==> config.mk <==
export PLATFORM = sky130hd
export DESIGN_NAME = i2s_tx_buf
export DESIGN_NICKNAME = d
export VERILOG_FILES = /design/src/rtl/i2s_tx_buf_pkg.sv /design/src/rtl/i2s_tx_fifo.sv /design/src/rtl/i2s_tx_buf.sv
export SDC_FILE = /design/constraint.sdc
export NUM_CORES = 1
export LEC_CHECK = 0
export CORE_MARGIN = 2
export CORE_UTILIZATION = 30
export DETAILED_ROUTE_END_ITERATION = 16
export GPL_TIMING_DRIVEN = 1
export PLACE_DENSITY = 0.53
export SLEW_MARGIN = 20
export SYNTH_ARGS = -nofsm -noshare
export SYNTH_HDL_FRONTEND = slang
export SYNTH_SLANG_ARGS = --single-unit
==> constraint.sdc <==
create_clock -name clk_i -period 8.9 [get_ports clk_i]
set_input_delay 2.67 -clock clk_i [delete_from_list [all_inputs] [get_ports clk_i]]
set_output_delay 2.67 -clock clk_i [all_outputs]
set_load 0.005 [all_outputs]
==> src/rtl/i2s_tx_buf_pkg.sv <==
// Shared constants and helpers for the I2S transmit sample buffer.
package i2s_tx_buf_pkg;

  localparam int unsigned I2S_DATA_WIDTH = 32;

  typedef enum logic [1:0] {
    I2S_CHM_STEREO = 2'b00,
    I2S_CHM_MONO   = 2'b01,
    I2S_CHM_LEFT   = 2'b10,
    I2S_CHM_RSVD   = 2'b11
  } i2s_chm_e;

  localparam logic [1:0] I2S_DAT_8_BITS  = 2'b00;
  localparam logic [1:0] I2S_DAT_16_BITS = 2'b01;
  localparam logic [1:0] I2S_DAT_24_BITS = 2'b10;
  localparam logic [1:0] I2S_DAT_32_BITS = 2'b11;

  // Left shift that moves a right-justified sample of the given length to the MSB.
  function automatic int unsigned align_shift(input logic [1:0] chl, input int unsigned width);
    int unsigned len;
    len = 8 * (int'(chl) + 1);
    return (len >= width) ? 0 : width - len;
  endfunction

endpackage

==> src/rtl/i2s_tx_fifo.sv <==
// Generic synchronous FIFO with occupancy count; storage is not reset.
module i2s_tx_fifo #(
  parameter int unsigned DEPTH      = 16,
  parameter int unsigned DATA_WIDTH = 32,
  localparam int unsigned AW        = $clog2(DEPTH),
  localparam int unsigned CW        = $clog2(DEPTH + 1)
) (
  input  logic                  clk_i,
  input  logic                  rst_n_i,
  input  logic                  clr_i,
  input  logic                  push_i,
  input  logic                  pop_i,
  input  logic [DATA_WIDTH-1:0] wdata_i,
  output logic [DATA_WIDTH-1:0] rdata_o,
  output logic [CW-1:0]         cnt_o,
  output logic                  full_o,
  output logic                  empty_o
);

  logic [DATA_WIDTH-1:0] mem_q [DEPTH];
  logic [AW-1:0]         wptr_q, wptr_d;
  logic [AW-1:0]         rptr_q, rptr_d;
  logic [CW-1:0]         cnt_q, cnt_d;
  logic                  push_ok, pop_ok;

  assign full_o  = (cnt_q == CW'(DEPTH));
  assign empty_o = (cnt_q == '0);
  assign cnt_o   = cnt_q;
  assign rdata_o = mem_q[rptr_q];

  assign push_ok = push_i && !full_o && !clr_i;
  assign pop_ok  = pop_i && !empty_o && !clr_i;

  // Pointer and count next state; clear overrides push and pop.
  always_comb begin
    wptr_d = wptr_q;
    rptr_d = rptr_q;
    cnt_d  = cnt_q;
    if (clr_i) begin
      wptr_d = '0;
      rptr_d = '0;
      cnt_d  = '0;
    end else begin
      if (push_ok) wptr_d = wptr_q + AW'(1);
      if (pop_ok)  rptr_d = rptr_q + AW'(1);
      if (push_ok && !pop_ok)      cnt_d = cnt_q + CW'(1);
      else if (pop_ok && !push_ok) cnt_d = cnt_q - CW'(1);
    end
  end

  // Pointer and count registers.
  always_ff @(posedge clk_i or negedge rst_n_i) begin
    if (!rst_n_i) begin
      wptr_q <= '0;
      rptr_q <= '0;
      cnt_q  <= '0;
    end else begin
      wptr_q <= wptr_d;
      rptr_q <= rptr_d;
      cnt_q  <= cnt_d;
    end
  end

  // Sample storage write port.
  always_ff @(posedge clk_i) begin
    if (push_ok) mem_q[wptr_q] <= wdata_i;
  end

endmodule

==> src/rtl/i2s_tx_buf.sv <==
// I2S transmit buffer: FIFO plus channel-mode repeat, MSB alignment, IRQ and underrun.
module i2s_tx_buf
  import i2s_tx_buf_pkg::*;
#(
  parameter int unsigned DEPTH      = 16,
  parameter int unsigned DATA_WIDTH = I2S_DATA_WIDTH,
  localparam int unsigned CW        = $clog2(DEPTH + 1)
) (
  input  logic                  clk_i,
  input  logic                  rst_n_i,
  input  logic                  en_i,
  input  logic                  flush_i,
  input  logic [1:0]            chm_i,
  input  logic [1:0]            chl_i,
  input  logic [CW-1:0]         thres_i,
  input  logic                  wr_valid_i,
  output logic                  wr_ready_o,
  input  logic [DATA_WIDTH-1:0] wr_data_i,
  output logic                  tx_valid_o,
  input  logic                  tx_ready_i,
  output logic [DATA_WIDTH-1:0] tx_data_o,
  output logic [CW-1:0]         cnt_o,
  output logic                  empty_o,
  output logic                  full_o,
  output logic                  thres_irq_o,
  output logic                  underrun_o
);

  logic [DATA_WIDTH-1:0] head;
  logic                  full, empty;
  logic [CW-1:0]         cnt;
  logic                  rep_q, rep_d;
  logic                  irq_q, irq_d;
  logic                  unr_q, unr_d;
  logic                  hs, pop, push, repeat_mode;
  i2s_chm_e              chm;

  assign chm         = i2s_chm_e'(chm_i);
  assign repeat_mode = (chm == I2S_CHM_MONO) || (chm == I2S_CHM_LEFT);

  assign wr_ready_o = ~full;
  assign push       = wr_valid_i && ~full;
  assign tx_valid_o = en_i && ~empty;
  assign hs         = tx_valid_o && tx_ready_i;

  i2s_tx_fifo #(
    .DEPTH      (DEPTH),
    .DATA_WIDTH (DATA_WIDTH)
  ) u_fifo (
    .clk_i   (clk_i),
    .rst_n_i (rst_n_i),
    .clr_i   (flush_i),
    .push_i  (push),
    .pop_i   (pop),
    .wdata_i (wr_data_i),
    .rdata_o (head),
    .cnt_o   (cnt),
    .full_o  (full),
    .empty_o (empty)
  );

  assign cnt_o   = cnt;
  assign full_o  = full;
  assign empty_o = empty;

  // Repeat-slot tracking: mono/left keep the head for one extra handshake.
  always_comb begin
    rep_d = rep_q;
    pop   = 1'b0;
    if (flush_i) begin
      rep_d = 1'b0;
    end else if (hs) begin
      if (repeat_mode && !rep_q) begin
        rep_d = 1'b1;
      end else begin
        pop   = 1'b1;
        rep_d = 1'b0;
      end
    end
  end

  // Output word: MSB-aligned head, zero in the left-mode second slot or when idle.
  always_comb begin
    tx_data_o = '0;
    if (tx_valid_o && !((chm == I2S_CHM_LEFT) && rep_q)) begin
      tx_data_o = head << align_shift(chl_i, DATA_WIDTH);
    end
  end

  // Status conditions registered one cycle later.
  always_comb begin
    irq_d = en_i && (cnt <= thres_i);
    unr_d = en_i && tx_ready_i && empty;
  end

  // Repeat flag and status registers.
  always_ff @(posedge clk_i or negedge rst_n_i) begin
    if (!rst_n_i) begin
      rep_q <= 1'b0;
      irq_q <= 1'b0;
      unr_q <= 1'b0;
    end else begin
      rep_q <= rep_d;
      irq_q <= irq_d;
      unr_q <= unr_d;
    end
  end

  assign thres_irq_o = irq_q;
  assign underrun_o  = unr_q;

endmodule

==> impl_metrics.yaml, run 1 <==
critical_path:
  critPathTopFamily: "buffers and inverters"
  end_kind: "primary output"
  critical_path_required_ps: 6230
  rrSetupSlack_ps: 5410
  timing.rr.start: "u_fifo.cnt_o[1]$_DFFE_PN0P_"
  ff2ff_path_depth: 10
  crit_slowest_cell: "nor2_1"
  path_buf_inv: 3
  crit_arrival_ps: 5880
  max_stage_delay_ps: 780
  worst_path_most_repeated_cell: "clkdlybuf4s50_1"
  crit_chain: "clkdlybuf4s50_1 > ha_1 > xnor2_1 > nand2b_1 > nand3_1 > nor2_1 > buf_4 > nand2_1 > o221ai_1 > clkdlybuf4s50_1"
  worst-path-max-fanout: 9
  critPathKind: "in2out"
  critPathLaunchType: "input port"
  rr_endpoint: "u_fifo.cnt_o[4]$_DFFE_PN0P_"
clock_network:
  h-tree-depth: 2
  cts.reportedPaths.clkPinSlew_ps: 60
  clk-insertion-delay-late_ps: 620
  clk_path_buf_depth: 3
  cts_hold_buf: 0
  root_buffer: "clkbuf_16"
  cts_tree: "built"
  numCtsBuffers: 55
  postCtsSetupBuffers: 0
  clock-sinks: 528
  postCtsResizedCells: 0
floorplan:
  dieArea_sq_mm: 0.0739
  fp-row-count: 98
  die_h_microns: 272
  start_util_pct: 30.2
  core_sq_mm: 0.0712
  die_w_microns: 272
  ioPinCount: 90
sta:
  slew_headroom_pct: 13.6
  tns_ps: 0
  drv_slew: 0
  max_freq_mhz: 117
  fin_crit_ps: 8550
  hold_viol: 0
  setup_ws_ps: 352
  skew_ps: 18.0
  whs_ps: 556
  fin_crit_sh_pct: 96.0
  setup_viol: 0
  rsz0062_at_grt: "false"
  worst_pin_slew_ps: 1300
yosys:
  synth.distinct_cells: 52
  synth_nets: 1230
  yosys.area.top_type: "edfxtp_1"
  synth_ff_type: "edfxtp_1"
  synth_cells: 1165
  ys_top_cells_by_area: "edfxtp_1, mux4_2, mux2i_1, mux2_2, dfrtp_1"
  syn_area_per_cell_sq_um: 18.5
  synth_top_cell_area_share_pct: 71.4
  synth-edff-count: 512
  ys_warn_count: 0
  netlist_area_sq_mm: 0.0215
  synth_seq_cells: 528
  async_reset_ff_share_pct: 3.03
  ys_seq_area_share_pct: 73.3
place:
  dp.final_hpwl_microns: 35200
  gp_congestion: 0.878
  dpl_cell_area_sq_mm: 0.0236
  numPlacedInstances: 2180
  place_ws_ps: 524
  port_buffers: 89
final_layout:
  stdcell_count: 2285
  final_common_cell: "edfxtp_1"
  mostFrequentLayoutCells: "edfxtp_1, mux4_2, clkdlybuf4s50_1, nand2_1, mux2i_1"
  fin_area_sq_mm: 0.0255
  nets: 1352
  n_fill_cell: 6640
  seqCellArea_sq_mm: 0.0158
  drive_above_1_share_pct: 19.9
  areaGrowthSynthToFinish_pct: 18.4
  multi_input_area_sq_mm: 0.00545
routing:
  drc: 0
  detailroute.via_count: 11600
  via_per_inst: 5.09
  wl_per_cell_microns: 25.8
  wl_microns: 59100
  drtIter0Drc: 1173
  ant_nets: 0
  drt_pass1_iterations: 8
power:
  powerDensity_mw_per_mm2: 230
  ir_drop_mv: 0.153
  p_leak_nw: 7.86
global_route:
  antenna_found_initial: 5
  grt_pass1_vias: 11600
  track_usage_pct: 15.8
  grt_pass1_wl_microns: 83900
  grt_overflow_total: 0
  grt_max_degree: 46
job:
  max-cap-violations: 0
min_path:
  hold_path_depth: 2
  min_from: "rep_q$_DFFE_PN0P_"
  hold_class: "reg2reg"
  min_to: "rep_q$_DFFE_PN0P_"
outcome:
  outcome: "complete, no violations"
## flip-flops by register name (all words and copies together) (netlist names)
register	count
u_fifo.wptr_q	4
thres_irq_o	1
u_fifo.mem_q	512
rep_q	1
u_fifo.cnt_o	5
underrun_o	1
u_fifo.rptr_q	4
## cells by family after synthesis
kind of cell	after synthesis	synth area share, %
AO/OA/AOI/OAI	150	4.79
XOR/XNOR	10	0.407
adder cells (fa/ha/maj)	18	1.08
buffers and inverters	73	1.96
flip-flops	528	73.3
multiplexers	192	14.5
AND/OR/NAND/NOR	194	4.00
## where the power goes
part	internal, mW	total (mW)	switching, mW
clock network	1.38	2.34	0.962
logic	0.295	0.706	0.411
registers	2.78	2.81	0.0364
total	4.45	5.86	1.41
## worst reg2reg max path, delay by kind of cell (launching register included)
family          cells  cell delay, ps
fa+ha+maj           1             420
mux                 1             240
flops               1             470
simple gates        4            1420
xor+xnor            1             150
compound gates      3             640
## synthesized netlist by cell type (6+ instances only)
| cell | n |
|---|---|
| a21oi_1 | 22 |
| a221oi_1 | 6 |
| a22o_1 | 7 |
| a22oi_1 | 19 |
| a31oi_1 | 7 |
| buf_2 | 7 |
| buf_4 | 22 |
| buf_6 | 6 |
| clkbuf_1 | 18 |
| dfrtp_1 | 16 |
| edfxtp_1 | 512 |
| ha_1 | 17 |
| inv_1 | 15 |
| mux2_2 | 41 |
| mux2i_1 | 60 |
| mux4_2 | 89 |
| nand2_1 | 60 |
| nand2b_1 | 10 |
| nand3_1 | 22 |
| nor2_1 | 68 |
| nor2b_1 | 8 |
| o21ai_0 | 27 |
| o221ai_1 | 12 |
| o22ai_1 | 23 |
| xnor2_1 | 7 |
## routing by layer
metal	GRT usage (%)	up-vias	wire [microns]
met5	0	-	37
met4	3.74	6	952
met3	5.61	69	6040
met2	23.5	488	25800
met1	22.2	6102	26300
li1	-	4970	-
## per-stage QoR
stage / utilization (%) / power, mW
global route: 35.8 / 6.06
global placement: 33.2 / 3.55
floorplan: - / 3.23
CTS: 35.8 / 5.90
finish: 35.8 / 5.86
detailed placement: 33.2 / 3.56
## worst max-delay path by stage
stage	start	endpoint	slack, ps	cells past startpoint
2_1_floorplan	chl_i[0]	tx_data_o[23]	2080	8
3_3_place_gp	chl_i[0]	tx_data_o[26]	550	9
3_5_place_dp	chl_i[0]	tx_data_o[26]	520	9
4_1_cts	chl_i[0]	tx_data_o[26]	500	9
5_1_grt	chl_i[0]	tx_data_o[26]	240	9
6_report	chl_i[0]	tx_data_o[23]	350	10
## cell type report
type / instances / area share (%)
Inverter: 16 / 0.236
Antenna cell: 1 / 0.00982
Sequential cell: 528 / 61.9
Clock buffer: 75 / 5.98
Multi-Input combinational cell: 564 / 21.4
Timing Repair Buffer: 122 / 4.47
Clock inverter: 29 / 1.30
Tap cell: 950 / 4.66
(Power assumes the default switching activity.)
==> run 2: changes to the inputs <==
==> constraint.sdc (replaced) <==
create_clock -name clk_i -period 9.24 [get_ports clk_i]
set_input_delay 2.772 -clock clk_i [delete_from_list [all_inputs] [get_ports clk_i]]
set_output_delay 2.772 -clock clk_i [all_outputs]
set_load 0.005 [all_outputs]
==> impl_metrics.yaml, run 2 (synthesized netlist as in run 1, its figures left out) <==
routing:
  wl_microns: 57700
  wl_per_cell_microns: 25.4
  drt_pass1_iterations: 5
  detailroute.via_count: 11600
  via_per_inst: 5.10
  ant_nets: 0
  drc: 0
  drtIter0Drc: 1341
sta:
  rsz0062_at_grt: "false"
  tns_ps: 0
  fin_crit_ps: 8920
  slew_headroom_pct: 19.0
  worst_pin_slew_ps: 1210
  drv_slew: 0
  whs_ps: 551
  max_freq_mhz: 112
  hold_viol: 0
  skew_ps: 22.6
  setup_viol: 0
  fin_crit_sh_pct: 96.6
global_route:
  antenna_found_initial: 2
  track_usage_pct: 15.5
  grt_pass1_wl_microns: 82800
  grt_overflow_total: 0
  grt_pass1_vias: 11600
  grt_max_degree: 73
critical_path:
  crit_slowest_cell: "nor3_1"
  critPathTopFamily: "simple AND/OR/NAND/NOR gates"
  critPathKind: "in2out"
  worst-path-max-fanout: 7
  critPathLaunch: "chl_i[0]"
  max_stage_delay_ps: 590
  path_buf_inv: 2
  crit_arrival_ps: 6150
  timing.rr.start: "u_fifo.cnt_o[1]$_DFFE_PN0P_"
  rr_endpoint: "u_fifo.cnt_o[4]$_DFFE_PN0P_"
  endpoint: "tx_data_o[26]"
  rrSetupSlack_ps: 5740
  cp.depth: 9
  worst_path_most_repeated_cell: "clkdlybuf4s50_1"
  crit_chain: "clkdlybuf4s50_1 > ha_1 > nor3_1 > nand2_1 > or3_1 > nand4_1 > nor2_1 > a41oi_1 > clkdlybuf4s50_1"
  critPathLaunchType: "input port"
  ff2ff_path_depth: 10
  end_kind: "primary output"
  critical_path_required_ps: 6470
clock_network:
  clock-sinks: 528
  root_buffer: "clkbuf_16"
  postCtsSetupBuffers: 0
  numCtsBuffers: 54
  cts.reportedPaths.clkPinSlew_ps: 60
  clk-insertion-delay-late_ps: 610
  h-tree-depth: 2
  postCtsResizedCells: 0
  cts_hold_buf: 0
  cts_tree: "built"
  clk_path_buf_depth: 3
final_layout:
  mostFrequentLayoutCells: "edfxtp_1, mux4_2, clkdlybuf4s50_1, nand2_1, mux2i_1"
  drive_above_1_share_pct: 20.0
  final_common_cell: "edfxtp_1"
  nets: 1348
  largest_reg_flops: 512
  fin_area_sq_mm: 0.0253
  n_fill_cell: 6597
  areaGrowthSynthToFinish_pct: 17.5
  regMostFlops: "u_fifo.mem_q"
floorplan:
  ioPinCount: 90
  die_w_microns: 272
  start_util_pct: 30.2
  dieArea_sq_mm: 0.0739
  die_h_microns: 272
  fp-row-count: 98
  core_sq_mm: 0.0712
power:
  power.internal_mw: 4.15
  p_switching_mw: 1.32
  p_seq_share_pct: 49.8
  comb_power_share_pct: 12.2
  p_leak_nw: 7.78
  switching_share_pct: 24.1
  ir_drop_mv: 0.142
  powerDensity_mw_per_mm2: 216
  pwr-share-clk_pct: 38.0
  total_power_mw: 5.46
min_path:
  hold_path_depth: 2
  hold_class: "reg2reg"
place:
  port_buffers: 89
  gp_congestion: 0.859
  dpl_cell_area_sq_mm: 0.0236
  dp.final_hpwl_microns: 33500
outcome:
  outcome: "complete, no violations"
job:
  max-cap-violations: 0
[run 2: changes by cell type in the layout (fill, tap and decap cells not counted), moves of 2 or more]
cell,before,now
buf_4,33,29
bufinv_16,6,3
clkbuf_1,14,11
clkbuf_16,56,54
clkinv_1,13,6
clkinv_2,5,14
clkinvlp_4,3,1
inv_6,0,3
[run 2: worst register-to-register path, delay by kind of cell (launching register included)]
family | cells | cell delay, ps
compound gates | 3 | 650
xor+xnor | 1 | 140
fa+ha+maj | 1 | 430
flops | 1 | 480
mux | 1 | 230
simple gates | 4 | 1430
[run 2: final cells by class]
cell class                      instances  area [sq um]  share of cell area (%)
Antenna cell                            2          5.00                  0.0198
Clock buffer                           69          1450                    5.72
Clock inverter                         27           229                   0.905
Inverter                               16          60.1                   0.237
Multi-Input combinational cell        564          5450                    21.6
Sequential cell                       528         15800                    62.4
Tap cell                              950          1190                    4.70
Timing Repair Buffer                  119          1130                    4.46
[run 2: stage by stage]
step           setup slack (ps)  instances  util [%]
6_report                    317       2275      35.5
5_1_grt                     192       2273      35.5
4_1_cts                     528       2273      35.5
3_5_place_dp                544       2177      33.1
3_3_place_gp                627       2177      33.1
2_1_floorplan              2220       1165         -
[run 2: worst min path at each step]
stage                            startpoint                 to  slack (ps)
after CTS                 rep_q$_DFFE_PN0P_  rep_q$_DFFE_PN0P_         550
after detailed placement  rep_q$_DFFE_PN0P_  rep_q$_DFFE_PN0P_         540
after global placement    rep_q$_DFFE_PN0P_  rep_q$_DFFE_PN0P_         540
after floorplan           rep_q$_DFFE_PN0P_  rep_q$_DFFE_PN0P_         510
final                     rep_q$_DFFE_PN0P_  rep_q$_DFFE_PN0P_         550
after global routing      rep_q$_DFFE_PN0P_  rep_q$_DFFE_PN0P_         620
[run 2: power by group through the flow]
| stage | Clock (mW) | Sequential, mW | Combinational (mW) |
|---|---|---|---|
| after global routing | 2.22 | 2.72 | 0.714 |
| after global placement | 0 | 2.77 | 0.648 |
| after detailed placement | 0 | 2.77 | 0.654 |
| after floorplan | 0 | 2.75 | 0.361 |
| final | 2.08 | 2.72 | 0.667 |
| after CTS | 2.13 | 2.72 | 0.657 |
[run 2: per-layer routing]
layer | vias up | part of all wire [%] | GRT usage [%]
li1 | 4961 | - | -
met1 | 6083 | 44 | 21.4
met2 | 474 | 43 | 23.0
met3 | 83 | 11 | 6.32
met4 | 4 | 1.8 | 3.30
met5 | - | 0.047 | 0
==> run 3: changes to the inputs <==
--- a/config.mk
+++ b/config.mk
@@ -5,11 +5,13 @@
 export SDC_FILE = /design/constraint.sdc
 export NUM_CORES = 1
 export LEC_CHECK = 0
+export CELL_PAD_IN_SITES_DETAIL_PLACEMENT = 0
+export CELL_PAD_IN_SITES_GLOBAL_PLACEMENT = 2
 export CORE_MARGIN = 2
 export CORE_UTILIZATION = 30
 export DETAILED_ROUTE_END_ITERATION = 16
 export GPL_TIMING_DRIVEN = 1
-export PLACE_DENSITY = 0.53
+export PLACE_DENSITY = 0.63
 export SLEW_MARGIN = 20
 export SYNTH_ARGS = -nofsm -noshare
 export SYNTH_HDL_FRONTEND = slang
==> impl_metrics.yaml, run 3 (synthesized netlist as in run 1, its figures left out) <==
outcome:
  outcome: "complete, no violations"
routing:
  drc: 0
  detailroute.via_count: 11400
  drt_pass1_iterations: 5
  ant_nets: 0
  drtIter0Drc: 884
  wl_microns: 58700
  wl_per_cell_microns: 25.7
  via_per_inst: 5.01
final_layout:
  largest_reg_flops: 512
  final_common_cell: "edfxtp_1"
  fin_area_sq_mm: 0.0253
  nets: 1349
  n_fill_cell: 6698
  mostFrequentLayoutCells: "edfxtp_1, mux4_2, clkdlybuf4s50_1, nand2_1, mux2i_1"
  stdcell_count: 2280
  drive_above_1_share_pct: 19.6
  fin_util_pct: 35.5
  regMostFlops: "u_fifo.mem_q"
  areaGrowthSynthToFinish_pct: 17.5
sta:
  setup_viol: 0
  skew_ps: 23.2
  tns_ps: 0
  setup_ws_ps: 403
  fin_crit_ps: 8840
  slew_headroom_pct: 26.0
  hold_viol: 0
  rsz0062_at_grt: "false"
  drv_slew: 0
  whs_ps: 548
  fin_crit_sh_pct: 95.6
  worst_pin_slew_ps: 1110
  max_freq_mhz: 113
critical_path:
  critPathLaunchType: "input port"
  endpoint: "tx_data_o[29]"
  end_kind: "primary output"
  critical_path_required_ps: 6470
  rrSetupSlack_ps: 5720
  worst-path-max-fanout: 9
  crit_arrival_ps: 6060
  timing.rr.start: "u_fifo.cnt_o[1]$_DFFE_PN0P_"
  critPathLaunch: "chl_i[0]"
  critPathKind: "in2out"
  ff2ff_path_depth: 10
  rr_endpoint: "u_fifo.cnt_o[4]$_DFFE_PN0P_"
global_route:
  grt-busiest-layer: "met2"
  grt_use_met2_pct: 24.7
  use_met3_pct: 4.98
  antenna_found_initial: 2
  grt_pass1_vias: 11700
  track_usage_pct: 15.8
  grtUsageMet1_pct: 21.6
  grt_max_degree: 104
  grt_pass1_wl_microns: 84100
  grt_overflow_total: 0
floorplan:
  dieArea_sq_mm: 0.0739
  start_util_pct: 30.2
  die_w_microns: 272
  ioPinCount: 90
  fp-row-count: 98
  die_h_microns: 272
  core_sq_mm: 0.0712
clock_network:
  clock-sinks: 528
  cts_hold_buf: 0
  clk-insertion-delay-late_ps: 610
  postCtsResizedCells: 0
  cts_tree: "built"
  numCtsBuffers: 55
  h-tree-depth: 2
  root_buffer: "clkbuf_16"
  cts.reportedPaths.clkPinSlew_ps: 60
  postCtsSetupBuffers: 0
  clk_path_buf_depth: 3
place:
  gp_congestion: 0.847
  place_ws_ps: 530
  numPlacedInstances: 2177
  dp.final_hpwl_microns: 33500
  dpl_cell_area_sq_mm: 0.0236
  port_buffers: 89
power:
  ir_drop_mv: 0.129
  powerDensity_mw_per_mm2: 216
  p_leak_nw: 7.77
  total_power_mw: 5.46
min_path:
  hold_path_depth: 2
  hold_class: "reg2reg"
job:
  max-cap-violations: 0
run 3: cell count changes in the layout (fill, tap and decap cells not counted), sizes merged:
cell,before,now
inv,18,15
clkbuf,69,72
diode,2,1
bufinv,3,2
clkinv,21,28
run 3: final cells by class:
type	count	area, sq um	area share (%)
sequential	528	15800	62.4
timing repair buffer	119	1130	4.46
clock inverter	30	219	0.866
tap	950	1190	4.70
inverter	16	60.1	0.237
clock buffer	72	1450	5.73
multi-input combinational	564	5460	21.6
antenna	1	2.50	0.00989
run 3: metal layers:
layer,vias up,part of all wire [%]
li1,4962,-
met5,-,0.022
met3,57,7.6
met1,6045,45
met2,364,46
met4,2,1.6
run 3: worst min path at each step:
stage | startpoint | endpoint | slack (ps)
after floorplan | rep_q$_DFFE_PN0P_ | rep_q$_DFFE_PN0P_ | 510
after global placement | rep_q$_DFFE_PN0P_ | rep_q$_DFFE_PN0P_ | 540
after detailed placement | rep_q$_DFFE_PN0P_ | rep_q$_DFFE_PN0P_ | 540
after CTS | rep_q$_DFFE_PN0P_ | rep_q$_DFFE_PN0P_ | 550
after global routing | rep_q$_DFFE_PN0P_ | rep_q$_DFFE_PN0P_ | 570
final | rep_q$_DFFE_PN0P_ | rep_q$_DFFE_PN0P_ | 550
run 3: report_power, final:
group          internal [mW]  switching, mW
combinational          0.284          0.391
clock                   1.16          0.906
sequential              2.68         0.0381
total                   4.12           1.33
run 3: critical path: stages:
cell and delay, ps:
clkdlybuf4s50_1 610, ha_1 290, xnor2_1 190, nor2b_1 460, nand3_1 430, o21a_1 240
a32oi_1 450, clkdlybuf4s50_1 610
==> variant: new RTL, config.mk and constraints of run 3 <==
`DEPTH` is set to 16 in 2 places; all go to 8.
--- a/src/rtl/i2s_tx_fifo.sv
+++ b/src/rtl/i2s_tx_fifo.sv
@@ -1,6 +1,6 @@
 // Generic synchronous FIFO with occupancy count; storage is not reset.
 module i2s_tx_fifo #(
-  parameter int unsigned DEPTH      = 16,
+  parameter int unsigned DEPTH      = 8,
   parameter int unsigned DATA_WIDTH = 32,
   localparam int unsigned AW        = $clog2(DEPTH),
   localparam int unsigned CW        = $clog2(DEPTH + 1)
--- a/src/rtl/i2s_tx_buf.sv
+++ b/src/rtl/i2s_tx_buf.sv
@@ -2,7 +2,7 @@
 module i2s_tx_buf
   import i2s_tx_buf_pkg::*;
 #(
-  parameter int unsigned DEPTH      = 16,
+  parameter int unsigned DEPTH      = 8,
   parameter int unsigned DATA_WIDTH = I2S_DATA_WIDTH,
   localparam int unsigned CW        = $clog2(DEPTH + 1)
 ) (
Ports: changed (resized cnt_o and thres_i); port bits go from 90 to 88. No check against the original RTL was run, so the function may have changed too.
==> variant against run 3 <==
Sequential cell count is 259 lower; register-to-register slack better by 600 ps; setup slack improved by 340 ps; total power shrank 47%; clock power decreased by 47%; clock skew decreased by 6.5 ps; synthesized area down 49%; sequential power is 48% lower; cell area shrank 47%; routed wire length decreased by 50%; combinational power is 44% lower.
==> variant: results (changes against run 3) <==
- Status: finished, final reports clean
- Max reg flops: 256 (-50%)
- Vias in the first global route: 6,546 (-44%)
- Worst path slowest cell: nor2_1
- Total CTS buffers: 29 (-47%)
- Hold EP: u_fifo.wptr_q[0]
- WL met1: 12,600 um (-52%)
- RR Endpoint: u_fifo.cnt_o[3]
- Worst R2R Setup Slack: 6320 ps (+600 ps)
- Skew final: 16.8 ps (-6.46 ps)
- Synth area leaders: edfxtp_1 (70%), mux4_2 (7.1%), mux2i_1 (3.6%)
- Max layer used: met4
- Setup WS pre-CTS: 807 ps (+277 ps)
- Largest net degree at the start of global routing: 50 (-52%)
- Launch point of the worst hold path: u_fifo.wptr_q[0]
- Maximum vdd drop: 0.143 mV (+10%)
- HPWL Detailed: 17,900 um (-47%)
- Mux contribution to synthesized area: 12.1% (-2.4 points)
- CP endpoint: tx_data_o[24]
- Met2 wire len: 14,100 um (-48%)
- Compound-Gate Fraction of Synth Area: 6.74% (+1.9 points)
- CP arrival: 5730 ps (-330 ps)
- Syn Nets: 700 (-43%)
- Finished Layout Cells: 1,231 (-46%)
- # nets final: 800 (-41%)
- CP max FO: 11 (+2)
- Post-Synth Adder-Cell Area: 1.43% (+0.35 points)
variant: per-layer routing:
metal  vias to the layer above  global-route usage, %
li1                       2774                      -
met3                        37                   3.25
met1                      3305                   20.2
met5                         -                      0
met4                         0                   4.01
met2                       206                   25.0
variant: layout make-up:
type | instances | area, sq um
Fill cell | 3385 | 23000
Sequential cell | 269 | 8020
Multi-Input combinational cell | 330 | 2890
Timing Repair Buffer | 101 | 976
Clock buffer | 34 | 744
Tap cell | 468 | 586
Clock inverter | 18 | 153
Inverter | 11 | 41.3
variant: worst max-delay path: cells and delay by family:
kind / cells / cell delay, ps
AOI/OAI and AO/OA: 1 / 230
and+or+nand+nor: 3 / 1280
adders and majority gates: 1 / 340
buffers and inverters: 2 / 1110
variant: where the power goes:
part	switching, mW	total (mW)	internal (mW)
clock	0.461	1.09	0.631
combinational	0.213	0.381	0.168
sequential	0.0296	1.41	1.38
total	0.704	2.88	2.18
